## config.mk

```make
export PLATFORM = sky130hd
export DESIGN_NAME = bank_read_scheduler
export DESIGN_NICKNAME = d
export VERILOG_FILES = /design/src/rtl/bank_sched_pkg.sv /design/src/rtl/bank_read_scheduler_rr_arbiter.sv /design/src/rtl/bank_read_scheduler.sv
export SDC_FILE = /design/constraint.sdc
export NUM_CORES = 1
export LEC_CHECK = 0
export ABC_AREA = 0
export CORE_MARGIN = 3
export CORE_UTILIZATION = 33
export DETAILED_ROUTE_END_ITERATION = 6
export PLACE_DENSITY_LB_ADDON = 0.25
export SLEW_MARGIN = 10
export SYNTH_ARGS = -nofsm -noshare
export SYNTH_HDL_FRONTEND = slang
export SYNTH_HIERARCHICAL = 1
export SYNTH_SLANG_ARGS = --single-unit
```

## constraint.sdc

```tcl
create_clock -name i_clk -period 1.95 [get_ports i_clk]
set_input_delay 0.2925 -clock i_clk [delete_from_list [all_inputs] [get_ports i_clk]]
set_output_delay 0.2925 -clock i_clk [all_outputs]
set_load 0.01 [all_outputs]
```

## src/rtl/bank_sched_pkg.sv

```systemverilog
// Shared definitions for the bank read scheduler: bank geometry, the
// scheduler state encoding and small address-decode helpers.
package bank_sched_pkg;

    localparam int NBANK  = 4;
    localparam int BANK_W = 2;

    typedef enum logic [1:0] {
        IDLE   = 2'd0,
        ACTIVE = 2'd1,
        DRAIN  = 2'd2
    } sched_state_t;

    // Bank index lives in the two least significant address bits.
    function automatic logic [BANK_W-1:0] bank_of(input logic [BANK_W-1:0] addr_lo);
        return addr_lo;
    endfunction

    // One-hot bank enable for a bank index.
    function automatic logic [NBANK-1:0] bank_enable(input logic [BANK_W-1:0] bank);
        logic [NBANK-1:0] en;
        case (bank)
            2'd0:    en = 4'b0001;
            2'd1:    en = 4'b0010;
            2'd2:    en = 4'b0100;
            2'd3:    en = 4'b1000;
            default: en = 4'b0000;
        endcase
        return en;
    endfunction

endpackage

```

## src/rtl/bank_read_scheduler_rr_arbiter.sv

```systemverilog
// Round-robin arbiter: grants the first requester at or after the pointer
// (wrapping), and moves the pointer just past the winner on every grant.
module rr_arbiter #(
    parameter int NREQ  = 4,
    parameter int IDX_W = $clog2(NREQ)
) (
    input  logic             i_clk,
    input  logic             i_rst,
    input  logic             i_en,
    input  logic [NREQ-1:0]  i_req,
    output logic [NREQ-1:0]  o_gnt,
    output logic [IDX_W-1:0] o_idx,
    output logic             o_valid
);

    logic [IDX_W-1:0] ptr_q, ptr_d;
    logic             hi_found_s, lo_found_s;
    logic [IDX_W-1:0] hi_idx_s, lo_idx_s;

    // Lowest requester at/above the pointer wins; otherwise lowest below it.
    always_comb begin
        hi_found_s = 1'b0;
        lo_found_s = 1'b0;
        hi_idx_s   = '0;
        lo_idx_s   = '0;
        for (int j = NREQ - 1; j >= 0; j--) begin
            hi_found_s = hi_found_s | (i_req[j] & (j >= int'(ptr_q)));
            hi_idx_s   = (i_req[j] && (j >= int'(ptr_q))) ? IDX_W'(j) : hi_idx_s;
            lo_found_s = lo_found_s | (i_req[j] & (j < int'(ptr_q)));
            lo_idx_s   = (i_req[j] && (j < int'(ptr_q))) ? IDX_W'(j) : lo_idx_s;
        end
        o_idx   = hi_found_s ? hi_idx_s : lo_idx_s;
        o_valid = i_en & (hi_found_s | lo_found_s);
        o_gnt   = '0;
        if (o_valid) begin
            o_gnt[o_idx] = 1'b1;
            ptr_d        = (o_idx == IDX_W'(NREQ - 1)) ? '0 : o_idx + IDX_W'(1);
        end else begin
            ptr_d        = ptr_q;
        end
    end

    // Pointer register, cleared by reset.
    always_ff @(posedge i_clk) begin
        if (i_rst) begin
            ptr_q <= '0;
        end else begin
            ptr_q <= ptr_d;
        end
    end

endmodule

```

## src/rtl/bank_read_scheduler.sv

```systemverilog
// Round-robin command scheduler for a 4-bank memory shared by NREQ
// requesters. Issues one registered bank command per cycle, tracks reads
// through a LATENCY-deep tag pipeline and routes returned data back.
// Optional build macro BANK_SCHED_STATS_EN adds saturating per-requester
// grant counters on o_gnt_cnt.
module bank_read_scheduler
    import bank_sched_pkg::*;
#(
    parameter int NREQ    = 4,
    parameter int ADDR_W  = 8,
    parameter int DATA_W  = 12,
    parameter int LATENCY = 2
) (
    input  logic                 i_clk,
    input  logic                 i_rst,
    input  logic [NREQ-1:0]      i_req,
    input  logic [NREQ-1:0]      i_we,
    input  logic [NREQ*ADDR_W-1:0] i_addr,
    input  logic [NREQ*DATA_W-1:0] i_wdata,
    input  logic                 i_flush,
    output logic [NREQ-1:0]      o_gnt,
    output logic [NBANK-1:0]     o_mem_en,
    output logic                 o_mem_we,
    output logic [ADDR_W-3:0]    o_mem_addr,
    output logic [DATA_W-1:0]    o_mem_wdata,
    output logic [BANK_W-1:0]    o_sel,
    input  logic [DATA_W-1:0]    i_rdata,
    output logic [NREQ-1:0]      o_rvalid,
    output logic [DATA_W-1:0]    o_rdata,
    output logic                 o_busy
`ifdef BANK_SCHED_STATS_EN
    ,
    output logic [NREQ*16-1:0]   o_gnt_cnt
`endif
);

    localparam int IDX_W = $clog2(NREQ);

    sched_state_t state_q, state_d;

    logic             grant_en_s;
    logic [NREQ-1:0]  gnt_s;
    logic [IDX_W-1:0] gnt_idx_s;
    logic             gnt_any_s;

    logic [ADDR_W-1:0] sel_addr_s;
    logic [DATA_W-1:0] sel_wdata_s;
    logic              sel_we_s;
    logic [BANK_W-1:0] sel_bank_s;

    logic [NBANK-1:0]  mem_en_q, mem_en_d;
    logic              mem_we_q, mem_we_d;
    logic [ADDR_W-3:0] mem_addr_q, mem_addr_d;
    logic [DATA_W-1:0] mem_wdata_q, mem_wdata_d;
    logic [BANK_W-1:0] sel_q, sel_d;
    logic              iss_rd_q, iss_rd_d;
    logic [IDX_W-1:0]  iss_id_q, iss_id_d;

    logic [LATENCY-1:0] pipe_v_q;
    logic [IDX_W-1:0]   pipe_id_q [LATENCY];

    logic [NREQ-1:0]   rvalid_q, rvalid_d;
    logic [DATA_W-1:0] rdata_q, rdata_d;
    logic              pipe_empty_s;

    // Grants are blocked in reset, while flushing and while draining.
    always_comb begin
        if (i_rst || i_flush || (state_q == DRAIN)) begin
            grant_en_s = 1'b0;
        end else begin
            grant_en_s = 1'b1;
        end
    end

    rr_arbiter #(
        .NREQ  (NREQ),
        .IDX_W (IDX_W)
    ) u_arb (
        .i_clk   (i_clk),
        .i_rst   (i_rst),
        .i_en    (grant_en_s),
        .i_req   (i_req),
        .o_gnt   (gnt_s),
        .o_idx   (gnt_idx_s),
        .o_valid (gnt_any_s)
    );

    // Select the winning requester's command fields.
    always_comb begin
        sel_addr_s  = i_addr[gnt_idx_s*ADDR_W +: ADDR_W];
        sel_wdata_s = i_wdata[gnt_idx_s*DATA_W +: DATA_W];
        sel_we_s    = i_we[gnt_idx_s];
        sel_bank_s  = bank_of(sel_addr_s[BANK_W-1:0]);
    end

    // Next values of the issue-stage registers; idle cycles issue nothing.
    always_comb begin
        mem_en_d    = '0;
        mem_we_d    = 1'b0;
        mem_addr_d  = '0;
        mem_wdata_d = '0;
        sel_d       = '0;
        iss_rd_d    = 1'b0;
        iss_id_d    = '0;
        if (gnt_any_s) begin
            mem_en_d    = bank_enable(sel_bank_s);
            mem_we_d    = sel_we_s;
            mem_addr_d  = sel_addr_s[ADDR_W-1:BANK_W];
            mem_wdata_d = sel_wdata_s;
            sel_d       = sel_bank_s;
            iss_rd_d    = ~sel_we_s;
            iss_id_d    = gnt_idx_s;
        end else begin
            mem_en_d    = '0;
        end
    end

    // Nothing in flight once the issue stage and every tag stage are empty.
    always_comb begin
        if (iss_rd_q || (pipe_v_q != '0)) begin
            pipe_empty_s = 1'b0;
        end else begin
            pipe_empty_s = 1'b1;
        end
    end

    // Scheduler next-state logic.
    always_comb begin
        state_d = state_q;
        case (state_q)
            IDLE: begin
                if (i_flush) begin
                    state_d = DRAIN;
                end else if (i_req != '0) begin
                    state_d = ACTIVE;
                end else begin
                    state_d = IDLE;
                end
            end
            ACTIVE: begin
                if (i_flush) begin
                    state_d = DRAIN;
                end else if ((i_req == '0) && pipe_empty_s) begin
                    state_d = IDLE;
                end else begin
                    state_d = ACTIVE;
                end
            end
            DRAIN: begin
                if (!i_flush && pipe_empty_s) begin
                    state_d = IDLE;
                end else begin
                    state_d = DRAIN;
                end
            end
            default: begin
                state_d = IDLE;
            end
        endcase
    end

    // Read return: the oldest tag selects the requester, data captured from the mux.
    always_comb begin
        rvalid_d = '0;
        if (pipe_v_q[LATENCY-1]) begin
            rvalid_d[pipe_id_q[LATENCY-1]] = 1'b1;
            rdata_d                        = i_rdata;
        end else begin
            rdata_d                        = rdata_q;
        end
    end

    // All scheduler state; reset drops in-flight reads along with everything else.
    always_ff @(posedge i_clk) begin
        if (i_rst) begin
            state_q     <= IDLE;
            mem_en_q    <= '0;
            mem_we_q    <= 1'b0;
            mem_addr_q  <= '0;
            mem_wdata_q <= '0;
            sel_q       <= '0;
            iss_rd_q    <= 1'b0;
            iss_id_q    <= '0;
            pipe_v_q    <= '0;
            for (int s = 0; s < LATENCY; s++) begin
                pipe_id_q[s] <= '0;
            end
            rvalid_q    <= '0;
            rdata_q     <= '0;
        end else begin
            state_q     <= state_d;
            mem_en_q    <= mem_en_d;
            mem_we_q    <= mem_we_d;
            mem_addr_q  <= mem_addr_d;
            mem_wdata_q <= mem_wdata_d;
            sel_q       <= sel_d;
            iss_rd_q    <= iss_rd_d;
            iss_id_q    <= iss_id_d;
            pipe_v_q[0]  <= iss_rd_q;
            pipe_id_q[0] <= iss_id_q;
            for (int s = 1; s < LATENCY; s++) begin
                pipe_v_q[s]  <= pipe_v_q[s-1];
                pipe_id_q[s] <= pipe_id_q[s-1];
            end
            rvalid_q    <= rvalid_d;
            rdata_q     <= rdata_d;
        end
    end

    assign o_gnt       = gnt_s;
    assign o_mem_en    = mem_en_q;
    assign o_mem_we    = mem_we_q;
    assign o_mem_addr  = mem_addr_q;
    assign o_mem_wdata = mem_wdata_q;
    assign o_sel       = sel_q;
    assign o_rvalid    = rvalid_q;
    assign o_rdata     = rdata_q;
    assign o_busy      = (state_q != IDLE) || !pipe_empty_s;

`ifdef BANK_SCHED_STATS_EN
    logic [15:0] cnt_q [NREQ];

    // Saturating grant counters, one per requester.
    always_ff @(posedge i_clk) begin
        if (i_rst) begin
            for (int k = 0; k < NREQ; k++) begin
                cnt_q[k] <= 16'h0000;
            end
        end else begin
            for (int k = 0; k < NREQ; k++) begin
                if (gnt_s[k] && (cnt_q[k] != 16'hFFFF)) begin
                    cnt_q[k] <= cnt_q[k] + 16'h0001;
                end else begin
                    cnt_q[k] <= cnt_q[k];
                end
            end
        end
    end

    // Pack the counters onto the output bus.
    always_comb begin
        o_gnt_cnt = '0;
        for (int k = 0; k < NREQ; k++) begin
            o_gnt_cnt[k*16 +: 16] = cnt_q[k];
        end
    end
`endif

endmodule

```

==> results of run 1 <==
[layout make-up]
class	count	share of cell area, %
clock inverters	3	1.032
multi-input cells	125	28.83
inverters	6	0.5159
flip-flops and latches	54	24.88
clock buffers	5	1.576
well taps	96	2.751
repair buffers	179	40.41
[synth_stat cells, drive strengths merged]
cell	instances	area (sq um)
nand2	3	11.26
inv	6	22.52
dfxtp	54	1081
ha	4	50.05
clkbuf	6	22.52
and3	1	6.260
nor3	2	10.01
nand2b	3	26.27
mux2	1	11.26
a21oi	6	33.78
o311ai	1	8.760
o41a	1	21.27
and3b	1	8.760
or3	2	12.51
mux4	20	480.5
nor4	1	6.260
mux2i	16	160.2
or4	1	7.510
nor2	22	82.58
o21a	1	7.510
nor2b	8	50.05
a211oi	3	22.52
or2	1	6.260
nor3b	1	7.510
buf	6	61.30
and2	25	161.4
o22ai	1	6.260
[metrics by stage]
stage	cell area [sq um]	hold WS, ns	cells
after floorplan	2391	0.3549	197
after global placement	4085	0.4174	450
after detailed placement	4085	0.4220	450
after CTS	4312	0.4450	464
after global routing	4365	0.4575	468
final	4365	0.4406	468
[routing by layer]
metal	vias to the layer above	GRT usage [%]
li1	1033	-
met1	962	14.99
met2	99	28.33
met5	-	0
met4	0	2.638
met3	4	6.877
[power breakdown]
group          internal, W  leakage, nW  switching (W)
sequential         0.00113        0.439      0.0000112
combinational     0.000459         1.18       0.000214
clock             0.000382       0.0504       0.000342
total              0.00197         1.67       0.000568
[flip-flops by register name (all words and copies together), names as in the netlist]
register / flops
o_rdata: 12
o_sel: 2
u_arb/ptr_q: 2
pipe_v_q: 2
state_q: 2
o_mem_wdata: 12
pipe_id_q: 4
iss_id_q: 2
o_mem_we: 1
o_mem_en: 4
o_rvalid: 4
o_mem_addr: 6
iss_rd_q: 1
[kinds of logic after synthesis]
kind of cell | after synthesis | share of synthesized area [%]
compound gates | 13 | 4.195
fa+ha+maj | 4 | 2.098
buf+inv | 18 | 4.457
flops | 54 | 45.31
mux | 37 | 27.32
simple gates | 71 | 16.62
[repair_timing]
| action | CTS | global route |
|---|---|---|
| gates cloned | 0 | 1 |
| pin swaps | 6 | 7 |
| gates resized for setup | 44 | 23 |
| endpoints found under the setup margin | 33 | 30 |
| setup buffers | 7 | 4 |
[worst max path at each step]
stage / startpoint / end / slack, ns / cells after the start
2_1_floorplan: u_arb/ptr_q[1] / o_mem_addr[0] / 0.02 / 7
4_1_cts: u_arb/ptr_q[1] / o_gnt[3] / -0.12 / 7
3_3_place_gp: i_req[0] / o_mem_en[1] / -0.54 / 9
6_report: u_arb/ptr_q[1] / o_mem_en[2] / -0.07 / 10
3_5_place_dp: i_req[0] / o_mem_en[0] / -0.59 / 9
5_1_grt: u_arb/ptr_q[1] / o_mem_en[0] / -0.15 / 8
==> summary.md, run 1 <==
| Metric | Value |
|---|---|
| Final Skew | 0.006533 ns |
| Gpl congestion | between 0.7 and 0.8 |
| Worst Hold Class | register to register |
| Crit path required time | 2.13 ns |
| Mapped Avg Cell Area | ~12 sq um |
| Num rows | 30 |
| Synth warn | 6 |
| Maximum fanout along the worst path | 5 |
| H-tree levels | 2 |
| Hold wc startpoint | pipe_id_q[0][1] |
| # Max-Cap Violations | 0 |
| Cell repeated most along the worst path | buf_4 |
| Area grow syn2layout | 82.96% |
| Hold buffers post-CTS | 0 |
| Metal2 WL | 3417 um |
| Crit share post-route | 103.4% |
| PD cells | 581.6 nW/um^2 |
| Vias in the first global route | 2,161 |
| Critical path capture point type | register |
| Port bufs | 148 |
| Final worst slack | -0.06560 ns |
| Final nets | 478 |
| Final min period | 2.016 ns |
| Seq. cell area | ~1100 sq um |
| Clk_lat worst skew | about 0.29 ns |
| Largest net degree at the start of global routing | 26 |
| R2R depth | 10 |
| Reg-to-reg endpoint | o_mem_en[2] |
| Die Y | slightly above 90 um |
| Final Max Slew Viols | 0 |
| Reg2reg setup slack | -0.07 ns |
| Post-DRT Antenna Nets | 0 |
| Hold depth | 1 |
| Die area | 8286 sq um |
| Clock-pin slew on the worst setup and hold paths | 0.09 ns |
| Hold EP | pipe_id_q[0][3] |
| Crit path largest cell delay | 0.49 ns |
| Detailed Routing Iterations Pass 1 | 4 |
| WL final | 6405 um |
| Vias | 2,098 |
| Dpl hpwl | between 5000 and 6000 um |
| Met1 WL | 2283 um |
| Most common cell after layout, fill and taps aside | clkdlybuf4s50_1 |
| Fin. Hold Viols | 0 |
| Longest Clk Path Bufs | 2 |
| Drt first-iter violations | 51 |
| Syn Inst Count | 197 |
| Crit path max-delay family | buffers and inverters |
| Global-route usage over all layers | 14.95% |
| Seq/Total Area, Yosys | a little under half |
| Crit-path cells | buf_4, nand2_4, nor2_4, nor3_4, buf_6, buf_12, mux4_2, buf_4, nand2_2, nor2_1 |
| CTS Buf Count | 5 |
| Mapped Nets | 304 |
| Power, Total | 0.002539 W |
| Highest-count cells in the layout ignoring fill and taps | clkdlybuf4s50_1, dfxtp_1, buf_4 |
| Setup TNS | -0.7345 ns |
| Core area | 6907 sq um |
| Die span in x | about 91 um |
| WP data arrival | 2.20 ns |
| Top Layer Used | met4 |
| CTS tree | built |
| Starting Density | 34.55% |
| Root buf cell | clkbuf_8 |
| Area taken by multi-input logic gates | 1259 sq um |
| ANT cells | 0 |
| Slowest cell on the critical path | mux4_2 |
| Failing checks | negative setup slack |
| Startpoint types | register |
| Syn Std Cell Area | 2386 sq um |
| VDD IR max | 0.3406 mV |
| Setup violators final | 18 |
| RSZ-0062 raised after global routing | yes |
| Final core occ | 63.21% |
| WS Path Type | register to register |
| Share of layout cells above drive strength 1 | 25.27% |
| Buf/Inv on CP | 4 |
| Relative slew slack | ~71% |
| First-pass GRT wire length | 9942 um |
| Worst reg2reg startpoint | u_arb/ptr_q[1] |
| Drt wl/cell | 13.69 um |
| Number of antenna violations at the first check in global routing | 0 |
| Yosys reg bits | 54 |
| Fillcell total | 581 |
| Max Freq | 496.1 MHz |
| Grt total ovfl | 0 |
| Status | finished, violations left |
| Vias per inst | around 4.5 |
| Worst-margin pin slew | 0.4316 ns |
| P_leak | 1.669 nW |
| Synth unique cells | 34 |
| I/O pin cnt | 149 |
| Metal3 WL | about 660 um |
| Pre-CTS WS | -0.5949 ns |
| Clock sink count | 54 |
| DRC violations left | 0 |
Power figures use the tool's default switching activity.
==> run 2: changes to the inputs <==
GPL_ROUTABILITY_DRIVEN = 0   (was not set)
==> results of run 2 <==
Same layout as run 1: the final DEF is identical, and so are final timing and power.
